File: config.mk
export PLATFORM = sky130hd
export DESIGN_NAME = traffic_phase_controller
export DESIGN_NICKNAME = d
export VERILOG_FILES = /design/src/rtl/traffic_phase_controller_pkg.sv /design/src/rtl/traffic_phase_controller_phase_timer.sv /design/src/rtl/traffic_phase_controller.sv
export SDC_FILE = /design/constraint.sdc
export NUM_CORES = 1
export LEC_CHECK = 0
export BUFFER_PORTS_ARGS = -buffer_cell sky130_fd_sc_hd__buf_2
export CORE_MARGIN = 2
export CORE_UTILIZATION = 52
export CTS_CLUSTER_SIZE = 16
export DETAILED_ROUTE_END_ITERATION = 16
export GPL_TIMING_DRIVEN = 0
export MAX_ROUTING_LAYER = met4
export PLACE_DENSITY = 0.77
export SLEW_MARGIN = 20
export SYNTH_ARGS = -nofsm -noshare
export SYNTH_HDL_FRONTEND = slang
export SYNTH_HIERARCHICAL = 1
export SYNTH_SLANG_ARGS = --single-unit
File: constraint.sdc
create_clock -name clock -period 2.2 [get_ports clock]
set_clock_uncertainty 0.15 [all_clocks]
set_input_delay 0.33 -clock clock [delete_from_list [all_inputs] [get_ports clock]]
set_output_delay 0.33 -clock clock [all_outputs]
set_load 0.01 [all_outputs]
File: src/rtl/traffic_phase_controller_pkg.sv
// Shared encodings for the two-road traffic phase controller: FSM states,
// approach directions and one-hot lamp patterns.
package traffic_pkg;

  localparam logic [2:0] ST_ALLRED_A  = 3'd0;
  localparam logic [2:0] ST_NS_GREEN  = 3'd1;
  localparam logic [2:0] ST_NS_YELLOW = 3'd2;
  localparam logic [2:0] ST_ALLRED_B  = 3'd3;
  localparam logic [2:0] ST_EW_GREEN  = 3'd4;
  localparam logic [2:0] ST_EW_YELLOW = 3'd5;
  localparam logic [2:0] ST_WALK      = 3'd6;

  typedef enum logic [2:0] {
    ALLRED_A  = ST_ALLRED_A,
    NS_GREEN  = ST_NS_GREEN,
    NS_YELLOW = ST_NS_YELLOW,
    ALLRED_B  = ST_ALLRED_B,
    EW_GREEN  = ST_EW_GREEN,
    EW_YELLOW = ST_EW_YELLOW,
    WALK      = ST_WALK
  } state_t;

  typedef enum logic {
    DIR_NS = 1'b0,
    DIR_EW = 1'b1
  } dir_t;

  // Lamp order is {red,yellow,green}
  localparam logic [2:0] L_RED = 3'b100;
  localparam logic [2:0] L_YEL = 3'b010;
  localparam logic [2:0] L_GRN = 3'b001;

  function automatic state_t green_of(input dir_t dir);
    return (dir == DIR_NS) ? NS_GREEN : EW_GREEN;
  endfunction

endpackage

File: src/rtl/traffic_phase_controller_phase_timer.sv
// Loadable down-counter measuring the seconds left in the current phase.
// expire flags the tick that consumes the last second.
module phase_timer #(
  parameter int CNT_W     = 5,
  parameter int RESET_VAL = 1
) (
  input  logic             clock,
  input  logic             reset_sync,
  input  logic             load,
  input  logic [CNT_W-1:0] load_val,
  input  logic             tick,
  output logic [CNT_W-1:0] count,
  output logic             expire
);

  assign expire = tick && (count == CNT_W'(1));

  // load wins over tick: a transition edge is always also a tick edge
  always_ff @(posedge clock or posedge reset_sync) begin
    if (reset_sync) begin
      count <= CNT_W'(RESET_VAL);
    end else if (load) begin
      count <= load_val;
    end else if (tick) begin
      count <= count - CNT_W'(1);
    end
  end

endmodule

File: src/rtl/traffic_phase_controller.sv
// Two-road intersection sequencer driven by a 1 Hz enable, with an optional
// pedestrian WALK phase inserted at the all-red clearance.
module traffic_phase_controller
  import traffic_pkg::*;
#(
  parameter int GREEN_SEC  = 8,
  parameter int YELLOW_SEC = 3,
  parameter int ALLRED_SEC = 1,
  parameter int WALK_SEC   = 5,
  parameter int CNT_W      = 5
) (
  input  logic             clock,
  input  logic             reset_sync,
  input  logic             enable_1Hz,
  input  logic             ped_req,
  output logic             ped_ack,
  output logic [2:0]       ns_light,
  output logic [2:0]       ew_light,
  output logic             walk,
  output logic [CNT_W-1:0] sec_left,
  output logic             phase_done
);

  state_t           state;
  state_t           state_next;
  dir_t             next_dir;
  dir_t             next_dir_next;
  logic             ped_pending;
  logic             ped_pending_next;
  logic             ped_set;
  logic             expire;
  logic [CNT_W-1:0] load_val;
  logic [CNT_W-1:0] count;

  phase_timer #(
    .CNT_W     (CNT_W),
    .RESET_VAL (ALLRED_SEC)
  ) u_timer (
    .clock      (clock),
    .reset_sync (reset_sync),
    .load       (expire),
    .load_val   (load_val),
    .tick       (enable_1Hz),
    .count      (count),
    .expire     (expire)
  );

  assign ped_set = ped_req && !ped_pending && (state != WALK);

  // A request arriving on the expiring ALLRED tick is latched but sees the old
  // ped_pending, so it waits for the next clearance phase.
  always_comb begin
    state_next    = state;
    next_dir_next = next_dir;
    if (expire) begin
      case (state)
        ALLRED_A: begin
          if (ped_pending) begin
            state_next    = WALK;
            next_dir_next = DIR_NS;
          end else begin
            state_next = NS_GREEN;
          end
        end
        NS_GREEN:  state_next = NS_YELLOW;
        NS_YELLOW: state_next = ALLRED_B;
        ALLRED_B: begin
          if (ped_pending) begin
            state_next    = WALK;
            next_dir_next = DIR_EW;
          end else begin
            state_next = EW_GREEN;
          end
        end
        EW_GREEN:  state_next = EW_YELLOW;
        EW_YELLOW: state_next = ALLRED_A;
        WALK:      state_next = green_of(next_dir);
        default:   state_next = ALLRED_A;
      endcase
    end
  end

  always_comb begin
    ped_pending_next = ped_pending;
    if (expire && (state_next == WALK)) begin
      ped_pending_next = 1'b0;
    end else if (ped_set) begin
      ped_pending_next = 1'b1;
    end
  end

  always_comb begin
    load_val = CNT_W'(ALLRED_SEC);
    case (state_next)
      NS_GREEN, EW_GREEN:   load_val = CNT_W'(GREEN_SEC);
      NS_YELLOW, EW_YELLOW: load_val = CNT_W'(YELLOW_SEC);
      WALK:                 load_val = CNT_W'(WALK_SEC);
      default:              load_val = CNT_W'(ALLRED_SEC);
    endcase
  end

  always_ff @(posedge clock or posedge reset_sync) begin
    if (reset_sync) begin
      state       <= ALLRED_A;
      next_dir    <= DIR_NS;
      ped_pending <= 1'b0;
      ped_ack     <= 1'b0;
      phase_done  <= 1'b0;
    end else begin
      state       <= state_next;
      next_dir    <= next_dir_next;
      ped_pending <= ped_pending_next;
      ped_ack     <= ped_set;
      phase_done  <= expire;
    end
  end

  // Lamps default to red so any state not listed is safe
  always_comb begin
    ns_light = L_RED;
    ew_light = L_RED;
    walk     = 1'b0;
    case (state)
      NS_GREEN:  ns_light = L_GRN;
      NS_YELLOW: ns_light = L_YEL;
      EW_GREEN:  ew_light = L_GRN;
      EW_YELLOW: ew_light = L_YEL;
      WALK:      walk     = 1'b1;
      default: begin
        ns_light = L_RED;
        ew_light = L_RED;
      end
    endcase
  end

  assign sec_left = count;

endmodule

==> results of run 1 <==
-- stage by stage --
| stage | setup TNS (ns) | area [um2] | instances | setup WS (ns) |
|---|---|---|---|---|
| after floorplan | 0 | 825 | 94 | 0.208 |
| after global placement | 0 | 930 | 127 | 0.0922 |
| after detailed placement | -0.0189 | 930 | 127 | -0.0189 |
| after CTS | 0 | 968 | 132 | 0.00470 |
| after global routing | -0.0503 | 1000 | 133 | -0.0503 |
| final | 0 | 1000 | 133 | 0.0758 |
-- layout make-up --
class / count / area share (%)
Multi-Input combinational cell: 68 / 46.1
Sequential cell: 12 / 30.1
Timing Repair Buffer: 19 / 10.2
Buffer: 8 / 6.74
Tap cell: 16 / 2.00
Inverter: 6 / 2.25
Clock buffer: 4 / 2.62
-- per-layer routing --
layer | wire, um | up-vias
li1 | - | 367
met1 | 824 | 372
met2 | 890 | 22
met3 | 92 | 6
met4 | 27 | 0
met5 | 0 | -
-- critical path: cells and delay by family (launching register included) --
kind | cells | cell delay (ns)
DFF | 1 | 0.58
buffers and inverters | 1 | 0.15
AOI/OAI and AO/OA | 3 | 0.39
and+or+nand+nor | 4 | 0.62
adders and majority gates | 1 | 0.16
-- power groups by stage --
stage          clock network (W)  logic [W]  registers, W
2_1_floorplan                  0   0.000439      0.000395
3_3_place_gp                   0   0.000605      0.000377
3_5_place_dp                   0   0.000625      0.000383
4_1_cts                 0.000152   0.000630      0.000379
5_1_grt                 0.000163   0.000741      0.000390
6_report                0.000144   0.000673      0.000377
-- logic make-up (layout without fill, tap and decap cells) --
family | after synthesis | count (layout)
AO/OA/AOI/OAI | 25 | 25
XOR/XNOR | 7 | 7
adder cells (fa/ha/maj) | 2 | 2
buffers and inverters | 14 | 37
flip-flops | 12 | 12
other | 1 | 1
AND/OR/NAND/NOR | 33 | 33
-- state kept, by name, summed over array words and instances, names as in the netlist --
register / cells
u_timer/count: 5
state: 3
next_dir: 1
ped_ack: 1
ped_pending: 1
phase_done: 1
-- synth_stat cells (2+ instances only) --
cell type / count / area share [%]
a21oi_1: 4 / 2.4
buf_2: 5 / 3.0
dfrtp_1: 11 / 33
ha_1: 2 / 3.0
inv_1: 6 / 2.7
nand2_1: 12 / 5.5
nand2b_1: 4 / 3.0
nor2_1: 7 / 3.2
o21ai_0: 7 / 4.2
o21ai_1: 2 / 1.2
xnor2_1: 5 / 5.3
xor2_1: 2 / 2.1
-- final timing paths --
kind / to / slack, ns
worst min-delay path: ped_pending / 0.16
worst min register to register: phase_done / 0.38
max in group asynchronous: u_timer/count[0] / 1.28
worst max-delay path: u_timer/count[0] / 0.08
min in group asynchronous: u_timer/count[3] / 0.37
worst max register to register: u_timer/count[0] / 0.08
-- placed cells by master (no fill, tap or decap), types with 2 or more instances in the layout --
master	synthesis	layout
buf_2	5	20
nand2_1	12	12
dfrtp_1	11	11
o21ai_0	7	7
inv_1	6	6
nor2_1	7	6
xnor2_1	5	5
nand2b_1	4	4
a21oi_1	4	4
buf_6	1	3
clkbuf_4	0	3
xor2_1	2	2
clkbuf_1	1	2
o21ai_1	2	2
ha_1	2	2
-- timing repair --
item	in CTS	in global routing
hold buffers	1	0
endpoints found under the setup margin	1	4
gates resized for setup	1	6
endpoints found under the hold margin	11	0
pin swaps	0	1
buffers inserted	0	1
==> run summary, run 1 <==
cell breakdown of the critical path = ha_1, nand4bb_1, nor2_2, buf_6, nor4b_2, a21oi_1, o22a_1, nand2_1, o21ai_0
post-synthesis mux area share = 0%
WHS = 0.163 ns
Post-Synth XOR/XNOR Area = 7.44%
Clock power frac = 12.1%
nets = 124
gr usage total = 20.2%
DRC = 0
worst vdd ir = 0.601 mV
Critical path origin = u_timer/count[0]
HP Class = input pin to register
Worst-Skew Late Latency = 0.27 ns
# diodes = 0
Synth Area in Compound Gates = 19.7%
Synth async-reset ratio = 100%
worst reg2reg startpoint = u_timer/count[0]
Comb power frac = 56.4%
final core occ = 67.3%
Area growth, synth to finish = 21.5%
PD cells = 1190 nW/um2
met2 Resource Use GR = 29.7%
Cell Int Power = 0.000685 W
CP max-delay cell = dfstp_2
share of layout cells above drive strength 1 = 29.1%
Num CTS Buffers = 3
Starting Density = 55.4%
Final Cycle Share = 96.6%
Worst EP arrival = 2.16 ns
Sequential Power Share = 31.6%
Max stage delay on crit path = 0.58 ns
largest family of logic cells by synthesized area = simple AND/OR/NAND/NOR gates
Synth warnings = 6
storage element area = 302 um2
final hold violations = 0
Synth cell types = 39
CTS tree = built
clock slew seen by the registers of the worst setup and hold paths = 0.08 ns
die width = 43.8 um
max-slew violation count = 0
net count after synthesis = 100
DIE AREA = 1920 um2
met1 GRT Util = 26.8%
Yosys reg bits = 12
Root Buffer = clkbuf_4
Vias = 767
fin crit period = 2.12 ns
Startpoint Class = register
static leakage = 0.465 nW
Pre-antenna DRT Iters = 4
Sw Share = 42.6%
vias in the first global route = 656
clk sinks = 12
simple-gate share of the synthesized area = 23.4%
Core Region = 1490 um2
DP HPWL = 1290 um
Post-synth EDFFs = 0
sw power = 0.000508 W
Max Clk Rate = 471 MHz
antenna viol nets, final = 0
Hold Path Cell Cnt = 3
routed len/inst = 13.8 um
Total Power = 0.00119 W
grt total ovfl = 0
required time worst endpoint = 2.23 ns
worst hold start = ped_req
mean area per synthesized cell = 8.77 um2
routability congestion estimate = 0.783
initial DRC count = 30
largest net degree at the start of global routing = 11
Final setup viols = 0
FP Rows = 14
initial antenna violation count = 0
CP max FO = 6
post-synthesis adder-cell area fraction = 3.03%
outcome = complete, no violations
Crit Path Category = register to register
fill count = 122
Mapped Area = 825 um2
htree depth = 1
CP endpoint kind = register
Die H = 43.8 um
Main synth FF type = dfrtp_1
Most Used Layer, Global Route = met2
routed wire length = 1840 um
Seq/Total Area, Yosys = 36.6%
Multi-input gate area = 462 um2
Syn Inst Count = 94
max cap viols = 0
GR Layer Usage met3 = 4.17%
Top Ports = 18
Via density = 5.77
# port buffers = 17
global-route wire length before repair = 2770 um
Worst R2R Path Depth = 9
clk buf depth = 2
Power figures use the tool's default switching activity.
==> run 2: changes to the inputs <==
Clock period 2.2 ns to 2.15 ns, I/O delays scaled along.
==> run summary, run 2 (same netlist as run 1, synthesis figures left out) <==
clk buf depth = 2
global-route wire length before repair = 2920 um
Root Buffer = clkbuf_4
routed wire length = 2010 um
Worst EP arrival = 2.09 ns
share of layout cells above drive strength 1 = 31.1%
DIE AREA = 1920 um2
worst path buffer plus inverter count = 1
grt total ovfl = 0
Via density = 5.76
die width = 43.8 um
CP max FO = 6
FP Rows = 14
Sequential Power Share = 30.7%
antenna viol nets, final = 0
DP HPWL = 1290 um
Final setup viols = 0
Biggest register = u_timer/count
most common cell after layout, fill and taps aside = buf_2
Clock power frac = 12.0%
Sw Share = 43.0%
initial antenna violation count = 0
static leakage = 0.491 nW
largest net degree at the start of global routing = 11
CP endpoint kind = register
Worst R2R Path Depth = 9
CP top delay family = simple AND/OR/NAND/NOR gates
Max Clk Rate = 487 MHz
Top Ports = 18
Final Cycle Share = 95.5%
worst reg2reg startpoint = u_timer/count[0]
Num CTS Buffers = 3
initial DRC count = 13
htree depth = 1
max-slew violation count = 0
# port buffers = 17
CTS tree = built
final core occ = 69.4%
gr usage total = 21.3%
worst hold start = ped_req
Hold Path End = ped_pending
Pre-antenna DRT Iters = 4
clk sinks = 12
cell breakdown of the critical path = ha_1, nand4bb_1, nor2_2, buf_6, nor4b_4, a21oi_2, o22a_1, nand2_1, o21ai_1
setup TNS = 0 ns
Starting Density = 55.4%
max cap viols = 0
Critical path origin = u_timer/count[0]
placed instance area = 930 um2
PD cells = 1210 nW/um2
r2r endpoint = u_timer/count[0]
R2R setup slack = 0.1 ns
Inst Count DP = 127
Worst-Skew Late Latency = 0.28 ns
HP Class = input pin to register
final hold violations = 0
biggest registers after layout = u_timer/count x5, state x3
sw power = 0.000539 W
Hold Path Cell Cnt = 3
cell area after layout = 1030 um2
worst vdd ir = 0.632 mV
Vias = 778
fin cells = 135
most frequent cells in the layout = buf_2, nand2_1, dfrtp_1
Cell Int Power = 0.000715 W
Core Region = 1490 um2
Area growth, synth to finish = 25.3%
Max stage delay on crit path = 0.58 ns
vias in the first global route = 683
routability congestion estimate = 0.783
clock slew seen by the registers of the worst setup and hold paths = 0.08 ns
Startpoint Class = register
DRC = 0
max reg flops = 5
Die H = 43.8 um
Comb power frac = 57.3%
fin crit period = 2.05 ns
Crit Path Category = register to register
nets = 126
routed len/inst = 14.9 um
outcome = complete, no violations
CP max-delay cell = dfstp_2
# diodes = 0
required time worst endpoint = 2.19 ns
run 2: cell count changes in the layout (fill, tap and decap cells not counted):
cell     delta
a21oi_1     -1
buf_8       +1
a21oi_2     +1
o21ai_0     -2
buf_6       -1
nor4b_2     -1
nor4b_4     +1
buf_4       +2
o21ai_1     +2
run 2: repair_timing:
action / 4_1_cts / 5_1_grt
resized for setup: 3 / 9
endpoints found under the setup margin: 2 / 5
hold buffers: 1 / 0
endpoints found under the hold margin: 11 / 0
setup buffers: 0 / 3
pin swaps: 0 / 2
run 2: per-layer routing:
metal / vias to the layer above / global-route usage [%] / routed length (um)
li1: 372 / - / -
met1: 371 / 27.9 / 827
met2: 33 / 32.4 / 1050
met3: 2 / 4.17 / 122
met4: 0 / 8.48 / 6
met5: - / - / 0
run 2: worst max path at each step:
stage                                  end  depth (start not counted)
after floorplan           u_timer/count[0]                          9
after global placement    u_timer/count[2]                          9
after detailed placement  u_timer/count[2]                          9
after CTS                 u_timer/count[2]                          9
after global routing      u_timer/count[0]                          9
final                     u_timer/count[0]                          9
run 2: tightest hold or removal path, stage by stage:
cell	delay [ns]
buf_2	0.10
o21ai_0	0.06
a21oi_1	0.06
run 2: area by class of cell:
class                      instances  area [um2]
buffer                             8        71.3
clock buffer                       4        26.3
fill                             111         455
inverter                           6        22.5
multi-input combinational         68         474
sequential                        12         302
tap                               16        20.0
timing repair buffer              21         118
run 2: power groups by stage:
stage	Clock, W	Combinational, W	Sequential, W
floorplan	0	0.000450	0.000404
global placement	0	0.000619	0.000385
detailed placement	0	0.000639	0.000392
CTS	0.000155	0.000648	0.000389
global route	0.000167	0.000789	0.000397
finish	0.000150	0.000719	0.000385
run 2: through the flow:
step	setup slack [ns]	power [W]	hold slack (ns)
6_report	0.0958	0.00125	0.151
5_1_grt	-0.0147	0.00135	0.155
4_1_cts	0.00357	0.00119	0.149
3_5_place_dp	-0.0689	0.00103	0.0969
3_3_place_gp	0.0422	0.00100	0.0873
2_1_floorplan	0.158	0.000854	-0.0497
